### src/rtl/bcd_clock_ctrl.sv
// bcd_clock_ctrl: BCD time-of-day counter with a prescaler, run-time
// 12/24-hour display formatting, a validated time-load port and an optional
// minute-resolution alarm.
//
// Time is always kept in 24-hour BCD; mode24 only changes the hh/pm view.
// Optional feature macro: BCD_CLOCK_ALARM_EN builds the alarm registers,
// comparator and alarm pulse. Without it, alarm is tied low and the alarm
// inputs are ignored (the ports stay).
module bcd_clock_ctrl #(
  parameter int unsigned TICK_DIV = 1
) (
  input  logic       clk,
  input  logic       reset,
  input  logic       ena,
  input  logic       mode24,
  input  logic       load,
  input  logic [7:0] load_hh,
  input  logic [7:0] load_mm,
  input  logic [7:0] load_ss,
  output logic       load_err,
  input  logic       alarm_set,
  input  logic [7:0] alarm_hh,
  input  logic [7:0] alarm_mm,
  input  logic       alarm_on,
  output logic       alarm,
  output logic       tick,
  output logic       pm,
  output logic [7:0] hh,
  output logic [7:0] mm,
  output logic [7:0] ss
);

  localparam logic [23:0] PC_LAST = 24'(TICK_DIV - 1);

  logic [7:0]  h24, m, s;
  logic [23:0] pc;

  logic        adv;
  logic        load_ok;
  logic        load_acc;
  logic [7:0]  h_nx, m_nx, s_nx;
  logic        s_carry, m_carry;
  logic [7:0]  s_inc, m_inc, h_inc;

  // BCD increment with wrap at 'last'; returns {carry, next value}.
  function automatic logic [8:0] bcd_inc(input logic [7:0] v, input logic [7:0] last);
    if (v == last)           return {1'b1, 8'h00};
    else if (v[3:0] == 4'd9) return {1'b0, v[7:4] + 4'd1, 4'd0};
    else                     return {1'b0, v[7:4], v[3:0] + 4'd1};
  endfunction

  // True when both nibbles are decimal digits and the value is <= max.
  function automatic logic bcd_ok(input logic [7:0] v, input logic [7:0] max);
    return (v[7:4] <= 4'd9) && (v[3:0] <= 4'd9) && (v <= max);
  endfunction

  // Next-state for the time registers: second advance, carries and load.
  always_comb begin
    // NOTE: every always_comb output gets a default first so no latch is inferred.
    h_nx    = h24;
    m_nx    = m;
    s_nx    = s;
    adv     = ena && (pc == PC_LAST);
    load_ok = bcd_ok(load_hh, 8'h23) && bcd_ok(load_mm, 8'h59) && bcd_ok(load_ss, 8'h59);
    load_acc = load && load_ok;
    {s_carry, s_inc} = bcd_inc(s, 8'h59);
    {m_carry, m_inc} = bcd_inc(m, 8'h59);
    h_inc   = bcd_inc(h24, 8'h23)[7:0];
    if (load_acc) begin
      h_nx = load_hh;
      m_nx = load_mm;
      s_nx = load_ss;
    end else if (adv) begin
      s_nx = s_inc;
      if (s_carry) begin
        m_nx = m_inc;
        if (m_carry) h_nx = h_inc;
      end
    end
  end

  // Time, prescaler and the tick/load_err status pulses.
  always_ff @(posedge clk or negedge reset) begin
    if (!reset) begin
      h24      <= 8'h00;
      m        <= 8'h00;
      s        <= 8'h00;
      pc       <= 24'd0;
      tick     <= 1'b0;
      load_err <= 1'b0;
    end else begin
      // NOTE: sequential state uses non-blocking assignments so every register
      // sees the pre-edge values of the others.
      h24      <= h_nx;
      m        <= m_nx;
      s        <= s_nx;
      tick     <= adv && !load_acc;
      load_err <= load && !load_ok;
      if (load_acc)  pc <= 24'd0;
      else if (adv)  pc <= 24'd0;
      else if (ena)  pc <= pc + 24'd1;
    end
  end

`ifdef BCD_CLOCK_ALARM_EN
  logic [7:0] al_hh, al_mm;

  // Alarm registers and the pulse on an advance that lands on hh:mm:00.
  // The compare sees the pre-edge alarm registers, so a same-cycle
  // alarm_set only affects later advances.
  always_ff @(posedge clk or negedge reset) begin
    if (!reset) begin
      al_hh <= 8'h00;
      al_mm <= 8'h00;
      alarm <= 1'b0;
    end else begin
      if (alarm_set) begin
        al_hh <= alarm_hh;
        al_mm <= alarm_mm;
      end
      alarm <= alarm_on && adv && !load_acc &&
               (h_nx == al_hh) && (m_nx == al_mm) && (s_nx == 8'h00);
    end
  end
`else
  logic unused_alarm_inputs;
  assign unused_alarm_inputs = ^{alarm_set, alarm_hh, alarm_mm, alarm_on};
  assign alarm = 1'b0;
`endif

  // Display formatting: 24-hour passthrough or 12-hour mapping of h24.
  always_comb begin
    hh = h24;
    mm = m;
    ss = s;
    pm = (h24 >= 8'h12);
    if (!mode24) begin
      unique case (h24)
        8'h00:   hh = 8'h12;
        8'h13:   hh = 8'h01;
        8'h14:   hh = 8'h02;
        8'h15:   hh = 8'h03;
        8'h16:   hh = 8'h04;
        8'h17:   hh = 8'h05;
        8'h18:   hh = 8'h06;
        8'h19:   hh = 8'h07;
        8'h20:   hh = 8'h08;
        8'h21:   hh = 8'h09;
        8'h22:   hh = 8'h10;
        8'h23:   hh = 8'h11;
        default: hh = h24;
      endcase
    end
  end

endmodule

### config.mk
export PLATFORM = sky130hd
export DESIGN_NAME = bcd_clock_ctrl
export DESIGN_NICKNAME = d
export VERILOG_FILES = /design/src/rtl/bcd_clock_ctrl.sv
export SDC_FILE = /design/constraint.sdc
export NUM_CORES = 1
export LEC_CHECK = 0
export ABC_AREA = 1
export CORE_MARGIN = 4
export CORE_UTILIZATION = 25
export CTS_CLUSTER_SIZE = 24
export DETAILED_ROUTE_END_ITERATION = 8
export PLACE_DENSITY = 0.42
export SLEW_MARGIN = 20
export SYNTH_ARGS = -nofsm -noshare
export SYNTH_HDL_FRONTEND = slang
export SYNTH_SLANG_ARGS = --single-unit
export TNS_END_PERCENT = 5
### constraint.sdc
create_clock -name clk -period 3.64 [get_ports clk]
set_clock_uncertainty 0.1 [all_clocks]
set_input_delay 0.728 -clock clk [delete_from_list [all_inputs] [get_ports clk]]
set_output_delay 0.728 -clock clk [all_outputs]
set_load 0.02 [all_outputs]
* Word level (Yosys, flattened, before mapping) *
Cells that the tools add are included.

word-level totals
  register bits = 50

cells by class
  add/sub/neg operators = 7
  equal/unequal tests = 16
  mux-type cells = 20
  order comparisons = 10
  reductions and logical operators = 28

operators with widths
  cell                                                             number
  two-way mux 8 bit                                                14
  one-hot mux 8 bit (12 select lines)                              1
  two-way mux 24 bit                                               3
  equality test 8 x 5 -> 1 bit (second input constant)             7
  equality test 8 x 6 -> 1 bit (second input constant)             4
  adder 24 x 1 -> 24 bit (second input constant)                   1
  adder 4 x 1 -> 4 bit (second input constant)                     6
  less-or-equal comparator 4 bit (second input constant)           6
  logical NOT 24 bit                                               1
  two-way mux 9 bit                                                2
  equality test 8 x 7 -> 1 bit (second input constant)             2
  less-or-equal comparator 8 x 7 -> 1 bit (second input constant)  2
  equality test 4 bit (second input constant)                      3
  logical AND 1 bit                                                12
  nonzero test 3 bit                                               4
  >= comparator 8 x 5 -> 1 bit (second input constant)             1
  less-or-equal comparator 8 x 6 -> 1 bit (second input constant)  1
  logical NOT 8 bit                                                1
  AND reduction 3 bit                                              2
  nonzero test 2 bit                                               3
  AND reduction 2 bit                                              2
  AND reduction 4 bit                                              1
  logical NOT 1 bit                                                2

* Depth between registers and ports, before layout *
  depth after elaboration = 8
  gate-level depth with buffers = 13
  gate-level depth less buffers = 12

* Worst setup path before layout *
No wires, ideal clock.

  path kind = register to output
  start point = register h24[5]
  end point = output hh[1]
  data arrival time = 1.456 ns
  stages on the path, launching flop included = 12
  setup slack = 1.356 ns
  path through = dfrtp_1 inv_1 ha_1 nand2_1 inv_1 nand3_1 inv_1 nor2_1 nand2_1 nand2_1 nand2_1 o21ai_0

between the ends
  longest elaborated chain between the ends = 3
  elaborated cells on any way between the ends = 14

RTL lines
  what                                                        line  source
  start, declared                                             35    logic [7:0] h24, m, s;
  start signal, assigned                                      94    h24 <= h_nx;
  equality test 8 x 6 -> 1 bit, or another cell as far along  138   unique case (h24)
  one-hot mux 8 bit (12 select lines) (*)                     138
  two-way mux 8 bit (*)                                       137   if (!mode24) begin
  end, declared                                               28    output logic [7:0] hh,

Every way passes the cells marked *; elsewhere a longest branch is shown, timed or not.

* Final worst setup path *
Same ends and word-level chain as after synthesis.

==> qor.txt <==
outcome: finished clean
share of cells above drive strength 1: 6.41%
Synth area leaders: dfrtp_1 34%, nand2_1 18%, inv_1 6.3%, nor2_1 6.3%, nand3_1 5.0%
RSZ-0062 raised after global routing: false
VDD IR-drop max: 0.000159 V
cells resized by post-CTS repair: 0
DP Area: 4460 um2
DRT Wirelength: 10400 um
ANT cells: 0
antenna-violating nets left: 0
crit path launch: h24[5]
Placement Setup Slack: 480 ps
Die X: 130 um
antenna violations before repair: 0
Core ar.: 14600 um2
crit path time final: 3290 ps
Clk pwr share: 38.4%
post-synthesis compound-gate area fraction: 8.84%
non-filler instance count after layout: 792
vias per cell: 4.57
most common cell after layout, fill and taps aside: nand2_1
most frequent cells in the layout: 177 x nand2_1, 62 x nor2_1, 62 x inv_1, 54 x clkdlybuf4s50_1, 50 x dfrtp_1
first-pass GRT wire length: 17300 um
XOR/XNOR share of the synthesized area: 4.00%
DRC: 0
P&R area growth vs syn: 25.1%
Worst setup EP type: primary output
Setup Buffers After CTS: 0
CP peak stage delay: 630 ps
slowest CP cell: clkdlybuf4s50_1
CP most frequent cell: nand2_1
gpl congestion: 0.855
Worst-Skew Late Latency: 310 ps
worst hold path type: input pin to async pin
Post-Syn Instances: 553
period utilisation layout: 90.3%
worst reg2reg path depth: 9
Nets: 668
Mean Syn Cell Area: 6.73 um2
synthesized-area fraction occupied by adder cells: 4.70%
Post-synth EDFFs: 0
CP startpoint kind: register
Max Root-Sink Buffers: 2
Initial Utilization: 25.5%
die height: 130 um
Hold Fails Final Rpt: 0
predominant post-synthesis flop cell: dfrtp_1
pin count of the biggest net entering global routing: 29
Gate power share: 19.9%
Reg clk slew, reported paths: 70 ps
Clock Sinks: 50
Sum Neg Setup Slack: 0 ps
post-route cell area: 4660 um2
I/O Pins: 75
post-DP HPWL: 8150 um
mux contribution to synthesized area: 0%
Inst Count DP: 784
Flop pwr share: 41.7%
Final setup viols: 0
vias in the first global route: 3588
sequential-to-total area share from yosys stat: 33.6%
Distinct cells, synth: 38
H-tree Lvls: 2
Pins Over Slew Limit: 0
Sw Ratio: 30.1%
Pleak: 2.13 nW
f_max: 304 MHz
CP Cell Sequence: inv_1 -> ha_1 -> nand2_1 -> inv_1 -> nand3_1 -> inv_1 -> nor2_1 -> nand2_1 -> nand2_1 -> nand2_1 -> o21ai_0 -> clkdlybuf4s50_1
Num CTS Buffers: 5
DIE AREA: 16900 um2
Initial DRC Count: 223
switching power: 0.000499 W
hold-fix buffers at CTS: 0
crit path DAT: 2460 ps
syn_nets: 614
Worst-Margin Slew: 672 ps
grt ovf: 0
CTS tree: built
Synth Area in Simple Gates: 39.8%
Worst Path Max Fanout: 5
post-synthesis cell area: 3720 um2
gr usage total: 12.8%
Port Buf Inserts: 55
TritonRoute pass-1 iters: 4
area leader, netlist: dfrtp_1
Synth Warn #: 0
combinational family with the most area after synthesis: simple AND/OR/NAND/NOR gates
worst path required time: 2810 ps
final worst slack: 353 ps
Synth async-reset ratio: 100%
Yosys top cell area share: 33.6%
Slew HR: 55.2%
P per Cell Area: 357 nW/um2
MaxCap Viol Count: 0
CTS Root Cell: clkbuf_16
routed vias: 3616
Cell Rows: 44
flops & latches, synth: 50
RR Endpoint: h24[7]
RR Startpoint: ss[1]
Int Pwr: 0.00116 W
routed len/inst: 13.1 um
critical path class: register to primary output
R2R Setup Slk: 1530 ps
==> synthesized netlist by cell type (all sizes together), types with 8 or more instances <==
master and n:
nor2 64, nand4 23, inv 65, nand2 186
nand3 41, o21ai 43, ha 14, buf 10
nor3 10, xor2 13, a21oi 8, dfrtp 50
==> layout make-up <==
cell class	count	area, um2
inverter	66	248
tap	184	230
multi-input combinational	423	2140
timing repair buffer	61	591
clock buffer	6	139
sequential	50	1250
fill	1575	9930
clock inverter	2	60.1
==> through the flow <==
step                util [%]  total power, W  hold WS, ps
floorplan                  -        0.000904          332
global placement        30.6         0.00103          408
detailed placement      30.6         0.00103          409
CTS                     31.9         0.00169          379
global route            31.9         0.00176          418
finish                  31.9         0.00166          361
==> how the worst max path moves through the flow <==
stage | end | slack, ps | cells past startpoint
after floorplan | hh[1] | 1360 | 11
after global placement | pc[10] | 470 | 9
after detailed placement | pc[10] | 480 | 9
after CTS | hh[1] | 330 | 12
after global routing | hh[4] | 170 | 12
final | hh[1] | 350 | 12
==> logic make-up after synthesis <==
family / count (synthesis)
and+or+nand+nor: 331
buffers and inverters: 80
AOI/OAI and AO/OA: 60
DFF: 50
xor gates and xnor gates: 17
adders and majority gates: 14
other: 1
==> metal layers <==
| metal | GRT usage [%] | vias to the layer above | wire (um) |
|---|---|---|---|
| li1 | - | 1879 | - |
| met1 | 16.6 | 1663 | 4870 |
| met2 | 21.3 | 64 | 4940 |
| met3 | 2.87 | 10 | 429 |
| met4 | 3.73 | 0 | 156 |
| met5 | 0 | - | 0 |
==> critical path, delay by kind of cell (launching register included) <==
kind / cells / cell delay, ps
DFF: 1 / 420
buffers and inverters: 4 / 880
and+or+nand+nor: 6 / 580
adders and majority gates: 1 / 190
AOI/OAI and AO/OA: 1 / 70
==> flip-flops by register name, indices dropped and copies added, names as in the netlist <==
name and cells:
load_err 1, tick 1, ss 8, mm 8
pc 24, h24 8
==> power groups by stage <==
stage	Combinational [W]	Clock (W)	Sequential, W
after global routing	0.000380	0.000680	0.000704
after detailed placement	0.000332	0	0.000702
after floorplan	0.000216	0	0.000688
after CTS	0.000333	0.000662	0.000692
after global placement	0.000331	0	0.000703
final	0.000330	0.000638	0.000693
(Power assumes the default switching activity.)
==> RTL edit 1, RTL diff (config.mk and constraints unchanged) <==
Build with the macro `BCD_CLOCK_ALARM_EN` defined.
--- a/src/rtl/bcd_clock_ctrl.sv
+++ b/src/rtl/bcd_clock_ctrl.sv
@@ -6,6 +6,8 @@
 // Optional feature macro: BCD_CLOCK_ALARM_EN builds the alarm registers,
 // comparator and alarm pulse. Without it, alarm is tied low and the alarm
 // inputs are ignored (the ports stay).
+`define BCD_CLOCK_ALARM_EN
+
 module bcd_clock_ctrl #(
   parameter int unsigned TICK_DIV = 1
 ) (
Check against the original RTL: not equivalent (a bounded check fails within 4 cycles, from zero or initial values and one cycle with reset low).
==> RTL edit 1 against the unedited design <==
Sequential cell count grew 17; routed wire length is 45% higher; die area increased by 23%; synthesized area grew 25%; combinational power is 75% higher; clock power rose by 52%; design area rose by 29%; worst setup slack got worse by 0.17 ns; largest power group is now clock; power grew 50%.
==> RTL edit 1: results (changes against the unedited design) <==
Run status
  – Outcome: finished, final reports clean

Pwr
  – Worst vdd ir: 216.5 uV (+36%)
  – NetSw: 0.8131 mW (+63%)
  – Static Leak: 2.956 nW (+39%)

Cells and area
  – # fillers: 1,939 (+23%)
  – Ant. Diodes: 0 (unchanged)
  – Max reg flops: 24 (unchanged)
  – Share of cells above drive strength 1: 0.08820 (+0.02405)
  – Fin nets: 827 (+24%)
  – Biggest register: pc

Global route
  – First-pass GRT wire length: 23,950 um (+38%)
  – Number of global-route vias before repair: 4,564 (+27%)
  – All-Layer GR Usage: 0.1482 (+0.02039)
  – Largest net degree at the start of global routing: 41 (+41%)
  – Initial antenna violation count: 0 (unchanged)

Route
  – Total number of vias: 4,653 (+29%)
  – DR WL/cell: 15.05 um (+15%)
  – DR pass1 iterations: 5 (+1)
  – DRT iter0 DRCs: 340 (+52%)

Synth
  – Ys async rst share: 1.000 (unchanged)
  – Top_reg_cell synth: dfrtp_1
  – Warnings from Yosys: 0 (unchanged)
  – Cell variety after synth: 47 (+24%)
  – Largest cells by area after synthesis: dfrtp_1, nand2_1, inv_1
  – Synth top cells by count: nand2_1, inv_1, nor2_1
  – Register area share after synthesis: 0.3614 (+0.02536)
  – Syn_nets: 748 (+22%)

Critical path
  – Critical path arrival: 2.63 ns (+0.17 ns)
  – Crit path max-delay cell type: dfrtp_1
  – CP top delay family: buffers and inverters
  – Crit-path max cell delay: 0.46 ns (-0.17 ns)
  – Crit path max fanout: 7 (+2)

Job
  – Max cap viols: 0 (unchanged)

Clock tree
  – Clock transition at path regs: 0.07 ns (about the same)
  – Worst-Skew Late Latency: 0.35 ns (+0.04 ns)
  – CTS buffer count: 9 (+4)
  – Clk root buf: clkbuf_16
  – Clock Path Buffers: 2 (unchanged)
  – H-tree depth: 3 (+1)

Timing
  – Fmax: 0.2894 GHz (-4.9%)
  – Relative slew slack: 0.4970 (-0.05487)

Placed design
  – DP HPWL: 11,850 um (+45%)
  – # port buffers: 74 (+35%)
  – GP Congestion: 0.8589 (+0.46%)

Min path
  – Hold Path Class: in2async
-- RTL edit 1: cells by family (layout without fill, tap and decap cells) --
logic type | Yosys count | after routing | synth area share
AO/OA/AOI/OAI | 84 | 84 | 0.1030
XOR/XNOR | 7 | 7 | 0.01321
AND/OR/NAND/NOR | 398 | 398 | 0.3811
buffers and inverters | 116 | 200 | 0.1011
flip-flops | 67 | 67 | 0.3614
multiplexers | 1 | 1 | 0.002427
adder cells (fa/ha/maj) | 14 | 14 | 0.03776
-- RTL edit 1: through the flow --
stage	util	setup slack (ns)	instance area [um^2]	std cells	hold slack (ns)
2_1_floorplan	-	0.9161	4639	687	0.3324
3_3_place_gp	0.3132	0.3456	5664	984	0.4244
3_5_place_dp	0.3132	0.3348	5664	984	0.4409
4_1_cts	0.3307	0.01707	5981	1000	0.3770
5_1_grt	0.3311	0.01698	5988	1000	0.4047
6_report	0.3311	0.1850	5988	1000	0.3538
-- RTL edit 1: cell type report --
class,count,area share
clock buffers,10,0.03824
clock inverters,6,0.01504
inverters,101,0.06331
multi-input cells,504,0.4164
flip-flops and latches,67,0.2800
well taps,229,0.04785
repair buffers,83,0.1392
-- RTL edit 1: worst paths after layout --
path,start,end,slack (ns),cells after the start
setup / recovery,h24[4],hh[4],0.18,12
hold / removal,reset,pc[17],0.35,1
setup reg to reg,ss[1],alarm,0.99,16
hold reg to reg,al_mm[5],al_mm[5],0.45,2
max in group asynchronous,reset,ss[1],2.40,2
min in group clk,al_mm[5],al_mm[5],0.45,2
-- RTL edit 1: power groups by stage --
stage	Sequential, mW	Combinational, mW	Clock, mW
3_3_place_gp	0.952	0.585	0
5_1_grt	0.953	0.655	1.03
4_1_cts	0.938	0.587	1.00
3_5_place_dp	0.951	0.586	0
2_1_floorplan	0.940	0.340	0
6_report	0.940	0.577	0.971
-- RTL edit 1: metal layers --
metal / vias to the layer above / global-route usage / wire, um
met5: - / 0 / 0
met1: 2178 / 0.2140 / 7575
met4: 0 / 0.03927 / 181
met3: 11 / 0.02877 / 561
met2: 100 / 0.2268 / 6730
li1: 2364 / - / -
-- RTL edit 1: timing repair --
item | in CTS | in global routing
hold buffers | 0 | 0
resized for setup | 2 | 4
pin swaps | 1 | 1
endpoints found under the setup margin | 1 | 4
buffers inserted | 0 | 0
-- RTL edit 1: worst register-to-register path: cells and delay by family, from the launching register on --
family,cells,cell delay [ns]
DFF,1,0.43
and+or+nand+nor,13,1.63
adders and majority gates,1,0.17
buffers and inverters,2,0.27
==> RTL edit 2, RTL diff (same flow settings) <==
Made on the original files. Add an input register stage for `ena`, `mode24`, `load`, `load_hh`, `load_mm` and `load_ss`, with the module's reset; this delays them by one clock. The other inputs are not delayed to match.
--- a/src/rtl/bcd_clock_ctrl.sv
+++ b/src/rtl/bcd_clock_ctrl.sv
@@ -32,6 +32,31 @@
 
   localparam logic [23:0] PC_LAST = 24'(TICK_DIV - 1);
 
+  logic ena_q;
+  logic mode24_q;
+  logic load_q;
+  logic [7:0] load_hh_q;
+  logic [7:0] load_mm_q;
+  logic [7:0] load_ss_q;
+
+  always_ff @(posedge clk or negedge reset) begin
+    if (!reset) begin
+      ena_q     <= '0;
+      mode24_q  <= '0;
+      load_q    <= '0;
+      load_hh_q <= '0;
+      load_mm_q <= '0;
+      load_ss_q <= '0;
+    end else begin
+      ena_q     <= ena;
+      mode24_q  <= mode24;
+      load_q    <= load;
+      load_hh_q <= load_hh;
+      load_mm_q <= load_mm;
+      load_ss_q <= load_ss;
+    end
+  end
+
   logic [7:0]  h24, m, s;
   logic [23:0] pc;
 
@@ -60,16 +85,16 @@
     h_nx    = h24;
     m_nx    = m;
     s_nx    = s;
-    adv     = ena && (pc == PC_LAST);
-    load_ok = bcd_ok(load_hh, 8'h23) && bcd_ok(load_mm, 8'h59) && bcd_ok(load_ss, 8'h59);
-    load_acc = load && load_ok;
+    adv     = ena_q && (pc == PC_LAST);
+    load_ok = bcd_ok(load_hh_q, 8'h23) && bcd_ok(load_mm_q, 8'h59) && bcd_ok(load_ss_q, 8'h59);
+    load_acc = load_q && load_ok;
     {s_carry, s_inc} = bcd_inc(s, 8'h59);
     {m_carry, m_inc} = bcd_inc(m, 8'h59);
     h_inc   = bcd_inc(h24, 8'h23)[7:0];
     if (load_acc) begin
-      h_nx = load_hh;
-      m_nx = load_mm;
-      s_nx = load_ss;
+      h_nx = load_hh_q;
+      m_nx = load_mm_q;
+      s_nx = load_ss_q;
     end else if (adv) begin
       s_nx = s_inc;
       if (s_carry) begin
@@ -95,10 +120,10 @@
       m        <= m_nx;
       s        <= s_nx;
       tick     <= adv && !load_acc;
-      load_err <= load && !load_ok;
+      load_err <= load_q && !load_ok;
       if (load_acc)  pc <= 24'd0;
       else if (adv)  pc <= 24'd0;
-      else if (ena)  pc <= pc + 24'd1;
+      else if (ena_q)  pc <= pc + 24'd1;
     end
   end
 
@@ -134,7 +159,7 @@
     mm = m;
     ss = s;
     pm = (h24 >= 8'h12);
-    if (!mode24) begin
+    if (!mode24_q) begin
       unique case (h24)
         8'h00:   hh = 8'h12;
         8'h13:   hh = 8'h01;
Check against the original RTL: not equivalent (Yosys sat finds a counterexample within 4 cycles, from zero or initial values and one cycle with reset low).
==> RTL edit 2 against the unedited design <==
Sequential share of layout area is 8.8 points higher; critical endpoint is now hh[4]; routed wire length is 8.0% higher; global-route usage is 0.86 points lower; sequential cell count is 27 higher; critical path depth is 1 lower; synthesized area is 16% higher; design area is 16% higher; non-clock buffer count is 4 lower; largest cell class unchanged; worst setup slack worse by 0.060 ns; highest routed layer unchanged; die area is 15% higher; power is 38% higher.
==> RTL edit 2: results (changes against the unedited design) <==
Run status
  – Outcome: finished, final reports clean

Synth
  – Ys async rst share: 1.000 (unchanged)
  – Register area share after synthesis: 0.4447 (+0.1087)
  – Syn_nets: 632 (+2.9%)
  – Synth top cells by count: nand2_1, dfrtp_1, nor2_1
  – Cell variety after synth: 35 (-7.9%)
  – Largest cells by area after synthesis: dfrtp_1, nand2_1, nor2_1

Global route
  – Number of global-route vias before repair: 3,758 (+4.7%)
  – Largest net degree at the start of global routing: 78 (+170%)
  – First-pass GRT wire length: 18,950 um (+9.4%)
  – All-Layer GR Usage: 0.1192 (-0.008560)

Route
  – DR WL/cell: 13.20 um (+0.53%)
  – DRT iter0 DRCs: 172 (-23%)
  – Wl on met1: 5322 um (+9.2%)
  – DR vias/cell: 4.490 (-1.7%)
  – Metal3 WL: 329 um (-23%)
  – Met2 wire len: 5410 um (+9.6%)

Timing
  – Least-Margin Pin Slew: 0.7263 ns (+0.05409 ns)

Clock tree
  – CTS buffer count: 9 (+4)
  – H-tree depth: 3 (+1)
  – Worst-Skew Late Latency: 0.34 ns (+0.03 ns)
  – Clock Path Buffers: 2 (unchanged)

Cells and area
  – Fin nets: 687 (+2.8%)
  – Share of cells above drive strength 1: 0.06815 (+0.004001)
  – # fillers: 1,827 (+16%)

Placed design
  – DP HPWL: 8233 um (+1.0%)
  – GP Congestion: 0.7888 (-7.7%)

Pwr
  – Static Leak: 2.426 nW (+14%)
  – Worst vdd ir: 252.0 uV (+59%)
  – NetSw: 0.6865 mW (+37%)

Critical path
  – Crit-path max cell delay: 0.59 ns (-0.04 ns)
-- RTL edit 2: power by group through the flow --
stage	logic [mW]	clock network, mW	registers (mW)
2_1_floorplan	0.203	0	1.01
3_3_place_gp	0.384	0	1.00
3_5_place_dp	0.388	0	1.00
4_1_cts	0.390	0.960	0.985
5_1_grt	0.429	0.997	0.996
6_report	0.382	0.933	0.982
-- RTL edit 2: area by class of cell --
| type | instances | area, um^2 | area share |
|---|---|---|---|
| clock buffer | 9 | 225.2 | 0.04173 |
| clock inverter | 7 | 82.58 | 0.01530 |
| inverter | 63 | 236.5 | 0.04382 |
| multi-input combinational | 418 | 2083 | 0.3860 |
| sequential | 77 | 1927 | 0.3571 |
| tap | 220 | 275.3 | 0.05101 |
| timing repair buffer | 57 | 566.8 | 0.1050 |
-- RTL edit 2: cells by family (layout without fill, tap and decap cells) --
logic type,count (synthesis),in the layout,synth area share
fa+ha+maj,14,14,0.04043
buf+inv,76,136,0.07508
other cells,1,1,0.0008655
xor+xnor,14,14,0.02830
compound gates,64,64,0.07970
flops,77,77,0.4447
simple gates,325,325,0.3309
-- RTL edit 2: path summary, 6_finish.rpt --
kind	from	endpoint	slack [ns]	depth (start not counted)
setup reg to reg	load_ss_q[1]	pc[2]	1.37	8
hold / removal	reset	ena_q	0.30	1
min in group clk	h24[3]	h24[3]	0.42	2
setup / recovery	h24[5]	hh[4]	0.29	11
hold reg to reg	h24[3]	h24[3]	0.42	2
max in group asynchronous	reset	mm[4]	2.62	1
-- RTL edit 2: what timing repair did --
item / CTS / global route
gates resized for setup: 0 / 1
endpoints found under the setup margin: 0 / 3
setup buffers: 0 / 2
-- RTL edit 2: through the flow --
stage               cells  setup WS (ns)  instance area [um^2]
floorplan             571          1.247                  4333
global placement      833         0.5997                  5067
detailed placement    833         0.5593                  5067
CTS                   849         0.1783                  5375
global route          851        0.03353                  5396
finish                851         0.2935                  5396
-- RTL edit 2: per-layer routing --
layer / GRT usage / vias to the layer above
li1: - / 1930
met1: 0.1537 / 1820
met2: 0.2005 / 59
met3: 0.02367 / 12
met4: 0.03978 / 0
met5: 0 / -
